==> src/rtl/instruction_fetch_unit.sv <==
// instruction_fetch_unit: PC + synchronous imem fetch with stall hold, redirect flush and HALT stop
module instruction_fetch_unit #(
  parameter int ADDR_W = 10,
  parameter logic [ADDR_W-1:0] RESET_PC = '0
) (
  input  logic              clk,
  input  logic              rst,
  output logic              imem_en,
  output logic [ADDR_W-1:0] imem_addr,
  input  logic [31:0]       imem_rdata,
  input  logic              stall,
  input  logic              redirect_valid,
  input  logic [ADDR_W-1:0] redirect_pc,
  output logic [31:0]       ins,
  output logic [ADDR_W-1:0] ins_pc,
  output logic              ins_valid,
  output logic              halted
);
  localparam logic [5:0] OP_HALT = 6'b010110;
  typedef enum logic {RUN, HALTED} state_t;
  state_t state, state_n;
  logic [ADDR_W-1:0] pc, req_pc;
  logic req_vld, advance, redir, halt_cap, issue;
  always_comb begin
    advance  = !stall || !ins_valid;
    redir    = redirect_valid && state == RUN;
    halt_cap = req_vld && imem_rdata[31:26] == OP_HALT;
    issue    = !rst && !redir && advance && state == RUN && !halt_cap;
    state_n  = (!redir && advance && halt_cap) ? HALTED : state;
  end
  assign imem_en   = issue;
  assign imem_addr = pc;
  assign halted    = state == HALTED;
  always_ff @(posedge clk) begin
    if (rst) state <= RUN;
    else     state <= state_n;
  end
  always_ff @(posedge clk) begin
    if (rst) begin
      pc        <= RESET_PC;
      req_vld   <= 1'b0;
      req_pc    <= '0;
      ins       <= '0;
      ins_pc    <= '0;
      ins_valid <= 1'b0;
    end else if (redir) begin
      pc        <= redirect_pc;
      req_vld   <= 1'b0;
      ins_valid <= 1'b0;
    end else if (advance) begin
      ins       <= imem_rdata;
      ins_pc    <= req_pc;
      ins_valid <= req_vld;
      req_vld   <= issue;
      if (issue) begin
        req_pc <= pc;
        pc     <= pc + 1'b1;
      end
    end
  end
endmodule
==> config.mk <==
export PLATFORM = sky130hd
export DESIGN_NAME = instruction_fetch_unit
export DESIGN_NICKNAME = d
export VERILOG_FILES = /design/src/rtl/instruction_fetch_unit.sv
export SDC_FILE = /design/constraint.sdc
export NUM_CORES = 1
export LEC_CHECK = 0
export CAP_MARGIN = 20
export CORE_ASPECT_RATIO = 0.6
export CORE_MARGIN = 1.5
export CORE_UTILIZATION = 38
export CTS_CLUSTER_SIZE = 10
export DETAILED_ROUTE_END_ITERATION = 6
export GPL_TIMING_DRIVEN = 0
export PLACE_DENSITY_LB_ADDON = 0.2
export RECOVER_POWER = 50
export SYNTH_ARGS = -nofsm -noshare
export SYNTH_HDL_FRONTEND = slang
export SYNTH_SLANG_ARGS = --single-unit
==> constraint.sdc <==
create_clock -name clk -period 2.9 [get_ports clk]
set_input_delay 0.87 -clock clk [delete_from_list [all_inputs] [get_ports clk]]
set_output_delay 0.87 -clock clk [all_outputs]
set_load 0.1 [all_outputs]
==> results of run 1 <==
## kinds of logic after synthesis
family,Yosys count
flip-flops,65
XOR/XNOR,3
AO/OA/AOI/OAI,69
adder cells (fa/ha/maj),1
multiplexers,10
buffers and inverters,21
AND/OR/NAND/NOR,131
## critical path, stage by stage
cell        delay, ps
buf_2             110
or3b_4            420
o21ai_4           240
clkinvlp_4        160
buf_12            180
## metal layers
layer | global-route usage (%) | vias to the layer above | share of wire, %
met5 | 0 | - | 0
met4 | 4.934 | 0 | 0.55
met3 | 6.548 | 5 | 7.9
met2 | 29.86 | 94 | 41
met1 | 31.38 | 1138 | 51
li1 | - | 1256 | -
## path summary, 6_finish.rpt
path / to / slack (ps) / cells after the start
setup / recovery: imem_en / 40 / 5
hold / removal: req_pc[0] / 450 / 2
setup reg to reg: imem_addr[9] / 560 / 8
hold reg to reg: req_pc[0] / 450 / 2
## power by group through the flow
stage / sequential (mW) / clock (mW) / combinational, mW
floorplan: 1.25 / 0 / 0.110
global placement: 0.988 / 0 / 0.545
detailed placement: 0.990 / 0 / 0.548
CTS: 0.969 / 0.796 / 0.551
global route: 0.974 / 0.847 / 0.573
finish: 0.971 / 0.775 / 0.548
## what timing repair did
item	in CTS	in global routing
setup endpoints to repair	1	5
resized for setup	35	4
setup buffers	6	2
pin swaps	4	2
## sequential cells by signal (all words and copies together) (netlist names)
| register | count |
|---|---|
| req_vld | 1 |
| imem_addr | 10 |
| req_pc | 10 |
| halted | 1 |
| ins | 32 |
| ins_valid | 1 |
| ins_pc | 10 |
## layout by cell type (no fill, tap or decap), types with 2 or more instances in the layout
master | netlist | layout
nand3_1 | 2 | 2
or3_1 | 4 | 4
clkbuf_8 | 0 | 11
clkinvlp_4 | 0 | 2
dlymetal6s2s_1 | 0 | 4
mux2i_1 | 10 | 10
a211oi_1 | 6 | 6
dlygate4sd2_1 | 0 | 3
or4_1 | 2 | 2
buf_2 | 0 | 4
buf_4 | 2 | 4
o21ai_0 | 3 | 3
nor2_1 | 20 | 20
nand2_1 | 94 | 94
nor4_1 | 2 | 2
o2111ai_1 | 2 | 2
dfxtp_1 | 65 | 65
clkbuf_1 | 17 | 19
clkdlybuf4s50_1 | 0 | 86
xor2_1 | 3 | 3
a311oi_1 | 3 | 3
a21oi_1 | 47 | 47
## per-stage QoR
step / cells / power [mW] / setup TNS (ps) / setup slack [ps]
after global routing: 505 / 2.394 / 0 / 7.235
final: 505 / 2.294 / 0 / 41.52
after floorplan: 300 / 1.362 / -144.1 / -144.1
after detailed placement: 484 / 1.537 / -1777 / -1590
after global placement: 484 / 1.532 / -1694 / -1585
after CTS: 504 / 2.317 / 0 / 18.94
## area by class of cell
cell class	count	area, sq um	area share, %
Clock inverter	4	51.30	1.332
Timing Repair Buffer	108	1055	27.39
Inverter	2	11.26	0.2924
Multi-Input combinational cell	214	1112	28.88
Clock buffer	11	151.4	3.931
Tap cell	84	105.1	2.729
Buffer	17	63.81	1.657
Sequential cell	65	1301	33.79
==> results.txt, run 1 <==
----------------------------------------------------
[Power and ir drop]
  Part of the total power dissipated in combinational logic ... 23.9%
  Internal power component ... between 1.5 and 2 mW
  Sw Share ... 33.16%
  Maximum ir drop on the vdd rail ... around 0.35 mV
  Leakage power summed over all cells ... 1.493 nW
  Clk pwr share ... 33.8%
  Part of the power in registers ... 42.3%
  Power per Cell Area ... 595.6 nW/um^2
  Switching power summed over all nets ... 0.7607 mW

[Worst setup path]
  FF-to-FF Start ... ins_valid
  Startpoint class of the critical path ... input port
  Worst Setup Path Type ... in -> out
  Worst setup path startpoint ... imem_rdata[26]
  Arrival time of the worst setup path ... 1990 ps
  Crit. End Element ... primary output
  Biggest fanout along the worst timing path ... 3
  Required time of the critical path ... about 2000 ps

[Synthesis]
  Post-synth EDFFs ... 0
  Number of storage elements in the synthesis netlist ... 65
  Post-synth top area share ... 52.26%
  Post-synthesis instance area ... 2490 sq um
  Post-synthesis share of cell area spent on full adders, half adders and majority gates ... 0.5025%
  Simple logic cell fraction of the synthesized area ... 21.71%
  Mapped Cells ... 300
  Share of flip-flops with an asynchronous set or reset ... 0%
  Mapped Nets ... 347
  Synth Area in XOR/XNOR ... 1.055%
  Number of distinct library cells after synthesis ... 33
  Fraction of the mapped netlist area in compound gates ... 16.98%
  Cell with the most instances after synthesis ... nand2_1
  Proportion of synthesized area in mux cells ... 4.020%
  Most area-consuming cells after synthesis ... dfxtp_1 (52%), nand2_1 (14%), a21oi_1 (9.4%), mux2i_1 (4.0%), nor2_1 (3.0%)
  Biggest area consumer among synthesized cells ... dfxtp_1
  Sequential fraction of the synthesis area ... 52.26%
  Synthesized area per cell ... 8.300 sq um
  Dominant synthesized flop cell ... dfxtp_1
  Most common library cells after synthesis ... nand2_1 (94), dfxtp_1 (65), a21oi_1 (47)
  Number of warning messages in the yosys log ... 0
  Largest family of logic cells by synthesized area ... simple AND/OR/NAND/NOR gates

[Drt]
  Routed wire per std cell ... 14.37 um
  ANT nets after route ... 0
  Number of iterations in the first detailed-routing pass ... 4
  DR vias ... approximately 2,500
  WL final ... 7.256 mm
  Number of design-rule violations left by the first detailed-router iteration ... 151
  Vias per cell ... 4.937
  DRC errors left ... 0

[Timing]
  Slew Limit Headroom ... 32.20%
  Post-Route Skew ... 8.882 ps
  Hold Fails Final Rpt ... 0
  Max Slew Vio Count ... 0
  RSZ-0062 raised after global routing ... no
  Share of the clock period used by the worst path ... around 99%
  Slew at the pin closest to its max-slew limit ... 1014 ps
  Shortest period the worst path allows ... 2858 ps
  Setup violation total in the final timing report ... 0
  Fmax ... between 300 and 400 MHz
  Smallest hold slack ... 452.3 ps

[Run]
  Maxcap violations ... 0

[Finish]
  Fillers ... 587
  Final Net Count ... 464
  Fraction of the core area covered by cells at the end of the flow ... 61.91%
  Layout Cell Area excl Fill ... just under 4000 sq um
  Area growth from synthesis to layout ... 54.67%
  Total inserted antenna cells ... 0
  Layout cells sized above 1 ... approximately 7.4%

[CTS]
  Clock transition at path regs ... 70 ps
  CTS root buf ... clkbuf_8
  Number of buffers inserted for hold repair after clock tree synthesis ... 0
  TritonCTS Buffers ... 9
  Worst skew pair latency ... approximately 330 ps
  CTS H-tree depth ... 3
  Number of buffers between clock root and the deepest sink ... 2
  CTS tree ... done
  Clock Sinks ... 65

[Global routing]
  Wire length of the first global-routing pass ... 11.45 mm
  Total congestion overflow after global routing ... 0
  Overall fraction of global-route tracks in use ... 21.25%
  Vias in the first global route ... around 2,300
  Number of antenna violations at the first check in global routing ... 0
  Largest net degree at the start of global routing ... 12

[Floorplan]
  Total Die Area ... 7063 sq um
  IO Count ... 101
  Floorplan die height ... between 60 and 70 um
  Chip Width ... about 110 um
  Core region area ... approximately 6200 sq um
  # rows ... 22
  Initial core utilization ... around two fifths

[Placed design]
  Number of port buffers ... 100
  DP Wirelength ... approximately 5.2 mm
  Area after detailed placement ... ~3600 sq um
  Final Wtd Congestion ... approximately 0.8

[Worst hold path]
  HP Start ... req_pc[0]
  Path type of the worst min-delay path ... reg -> reg

[Outcome]
  Result of the run ... finished clean

----------------------------------------------------
(Power assumes the default switching activity.)
==> inputs of run 2 (changes only) <==
- CORE_UTILIZATION: 38 -> 46
- clock period: 2.9 -> 3.3 ns (I/O delays scaled with it)
==> run 2 against run 1 <==
Setup slack improved by 28 ps. Register-to-register slack improved by 210 ps. Wire length about the same. First-iteration DRC count decreased by 28%. Sequential share of layout area increased by 0.52 points. Critical path depth increased by 1. Non-clock buffer count decreased by 1. Cell count decreased by 3.6%. Largest cell class unchanged.
==> results.txt, run 2 (synthesized netlist as in run 1, its figures left out) <==
----------------------------------------------------
[Finish]
  Layout cells sized above 1 ... 6.176%
  Layout Cell Area excl Fill ... 3792 sq um
  Final Net Count ... 463
  Reg with most FFs ... ins
  Total inserted antenna cells ... 0
  Fraction of the core area covered by cells at the end of the flow ... 73.93%
  Max reg flops ... 32
  Top library cells by usage in the layout, fill and taps aside ... nand2_1 (94), clkdlybuf4s50_1 (90), dfxtp_1 (65)
  Filler-free cell count of the finished design ... 487
  Area growth from synthesis to layout ... 52.31%
  Most common library cell in the layout ignoring fill and taps ... nand2_1

[Placed design]
  Final Wtd Congestion ... around 0.84
  Number of port buffers ... 100
  Post-place setup slack ... -1398 ps
  DP Wirelength ... 5.034 mm
  Post-placement cell count ... 466
  Area after detailed placement ... roughly 3600 sq um

[Drt]
  Number of iterations in the first detailed-routing pass ... 4
  DR vias ... 2,512
  Vias per cell ... 5.158
  DRC errors left ... 0
  WL final ... 7.251 mm
  Routed wire per std cell ... 14.89 um
  Number of design-rule violations left by the first detailed-router iteration ... around 110
  ANT nets after route ... 0

[Floorplan]
  Chip Width ... 97.98 um
  IO Count ... 101
  Floorplan die height ... 59.99 um
  Initial core utilization ... about half
  # rows ... 20
  Core region area ... ~5100 sq um
  Total Die Area ... 5878 sq um

[Global routing]
  Largest net degree at the start of global routing ... 13
  Vias in the first global route ... 2,341
  Wire length of the first global-routing pass ... 11.35 mm
  Overall fraction of global-route tracks in use ... 25.37%
  Total congestion overflow after global routing ... 0
  Number of antenna violations at the first check in global routing ... 0

[Power and ir drop]
  Power per Cell Area ... 513.0 nW/um^2
  Maximum ir drop on the vdd rail ... 0.3554 mV
  Final total power ... roughly 1.9 mW
  Leakage power summed over all cells ... 1.413 nW

[Worst setup path]
  Flop-to-flop setup slack ... 770 ps
  Crit. End Element ... primary output
  Biggest fanout along the worst timing path ... 4
  Required time of the critical path ... about 2300 ps
  Worst setup path end ... imem_en
  Worst-case reg-to-reg path depth ... 7
  Worst Setup Path Type ... in -> out
  Arrival time of the worst setup path ... 2240 ps
  Worst setup path startpoint ... imem_rdata[26]
  Startpoint class of the critical path ... input port
  Worst R2R End ... imem_addr[6]
  FF-to-FF Start ... req_vld

[Timing]
  Slew at the pin closest to its max-slew limit ... approximately 1000 ps
  Setup slack of the critical path after layout ... 69.06 ps
  Slew Limit Headroom ... 33.08%
  Setup violation total in the final timing report ... 0
  RSZ-0062 raised after global routing ... no
  Max Slew Vio Count ... 0
  Smallest hold slack ... 448.9 ps
  Shortest period the worst path allows ... 3231 ps
  Share of the clock period used by the worst path ... 97.91%
  Setup Total Neg Slack ... 0 ps
  Hold Fails Final Rpt ... 0
  Post-Route Skew ... 10.30 ps
  Fmax ... 309.5 MHz

[CTS]
  CTS H-tree depth ... 3
  TritonCTS Buffers ... 9
  CTS root buf ... clkbuf_8
  CTS tree ... done
  Clock Sinks ... 65
  Worst skew pair latency ... ~340 ps
  Number of buffers between clock root and the deepest sink ... 2
  Clock transition at path regs ... approximately 70 ps
  Number of buffers inserted for hold repair after clock tree synthesis ... 0

[Run]
  Maxcap violations ... 0

[Outcome]
  Result of the run ... finished clean

[Worst hold path]
  Path type of the worst min-delay path ... reg -> reg
  HP Start ... req_pc[0]

----------------------------------------------------
==> run 2: changes by cell type in the layout (fill, tap and decap cells not counted), moves of 4 or more <==
cell | previous run | this run
dlymetal6s2s_1 | 4 | 0
dlygate4sd2_1 | 3 | 8
clkdlybuf4s50_1 | 86 | 90
buf_2 | 4 | 0
==> run 2: worst min path at each step <==
stage | endpoint | slack, ps | cells past startpoint
finish | ins_pc[0] | 450 | 2
global route | ins[7] | 470 | 2
CTS | ins_pc[0] | 450 | 2
detailed placement | ins[13] | 450 | 2
global placement | ins_pc[0] | 440 | 2
floorplan | ins_pc[8] | 430 | 2
==> run 2: worst max-delay path, stage by stage <==
cell and delay [ps]:
dlygate4sd2_1 250, or3b_4 430, o21ai_4 180, buf_8 140, clkinvlp_4 80, buf_12 170
==> run 2: cell type report <==
type                       count  area [sq um]
fill                         399          1338
sequential                    65          1301
multi-input combinational    214          1112
timing repair buffer         106          1027
clock buffer                  10         137.6
tap                           66         82.58
buffer                        18         78.83
clock inverter                 6         41.29
inverter                       2         11.26
==> run 2: repair_timing <==
item / CTS / global route
endpoints found under the setup margin: 1 / 1
resized for setup: 20 / 2
pin swaps: 4 / 1
setup buffers: 6 / 0
==> run 2: where the power goes <==
part           switching, mW  leakage (nW)  internal [mW]  total, mW
logic                  0.345         0.796          0.138      0.483
clock network          0.317        0.0847          0.292      0.610
registers             0.0310         0.533          0.822      0.853
==> run 2: layer usage <==
metal | up-vias | share of wire (%) | global-route usage [%]
li1 | 1254 | - | -
met1 | 1134 | 47 | 34.69
met2 | 111 | 43 | 36.95
met3 | 13 | 8.7 | 8.889
met4 | 0 | 1.3 | 10.00
met5 | - | 0 | 0
==> inputs of run 3 (changes only) <==
- CAP_MARGIN: 20 -> not set
==> results of run 3 <==
The final DEF is identical to that of run 2; final timing and power are the same.
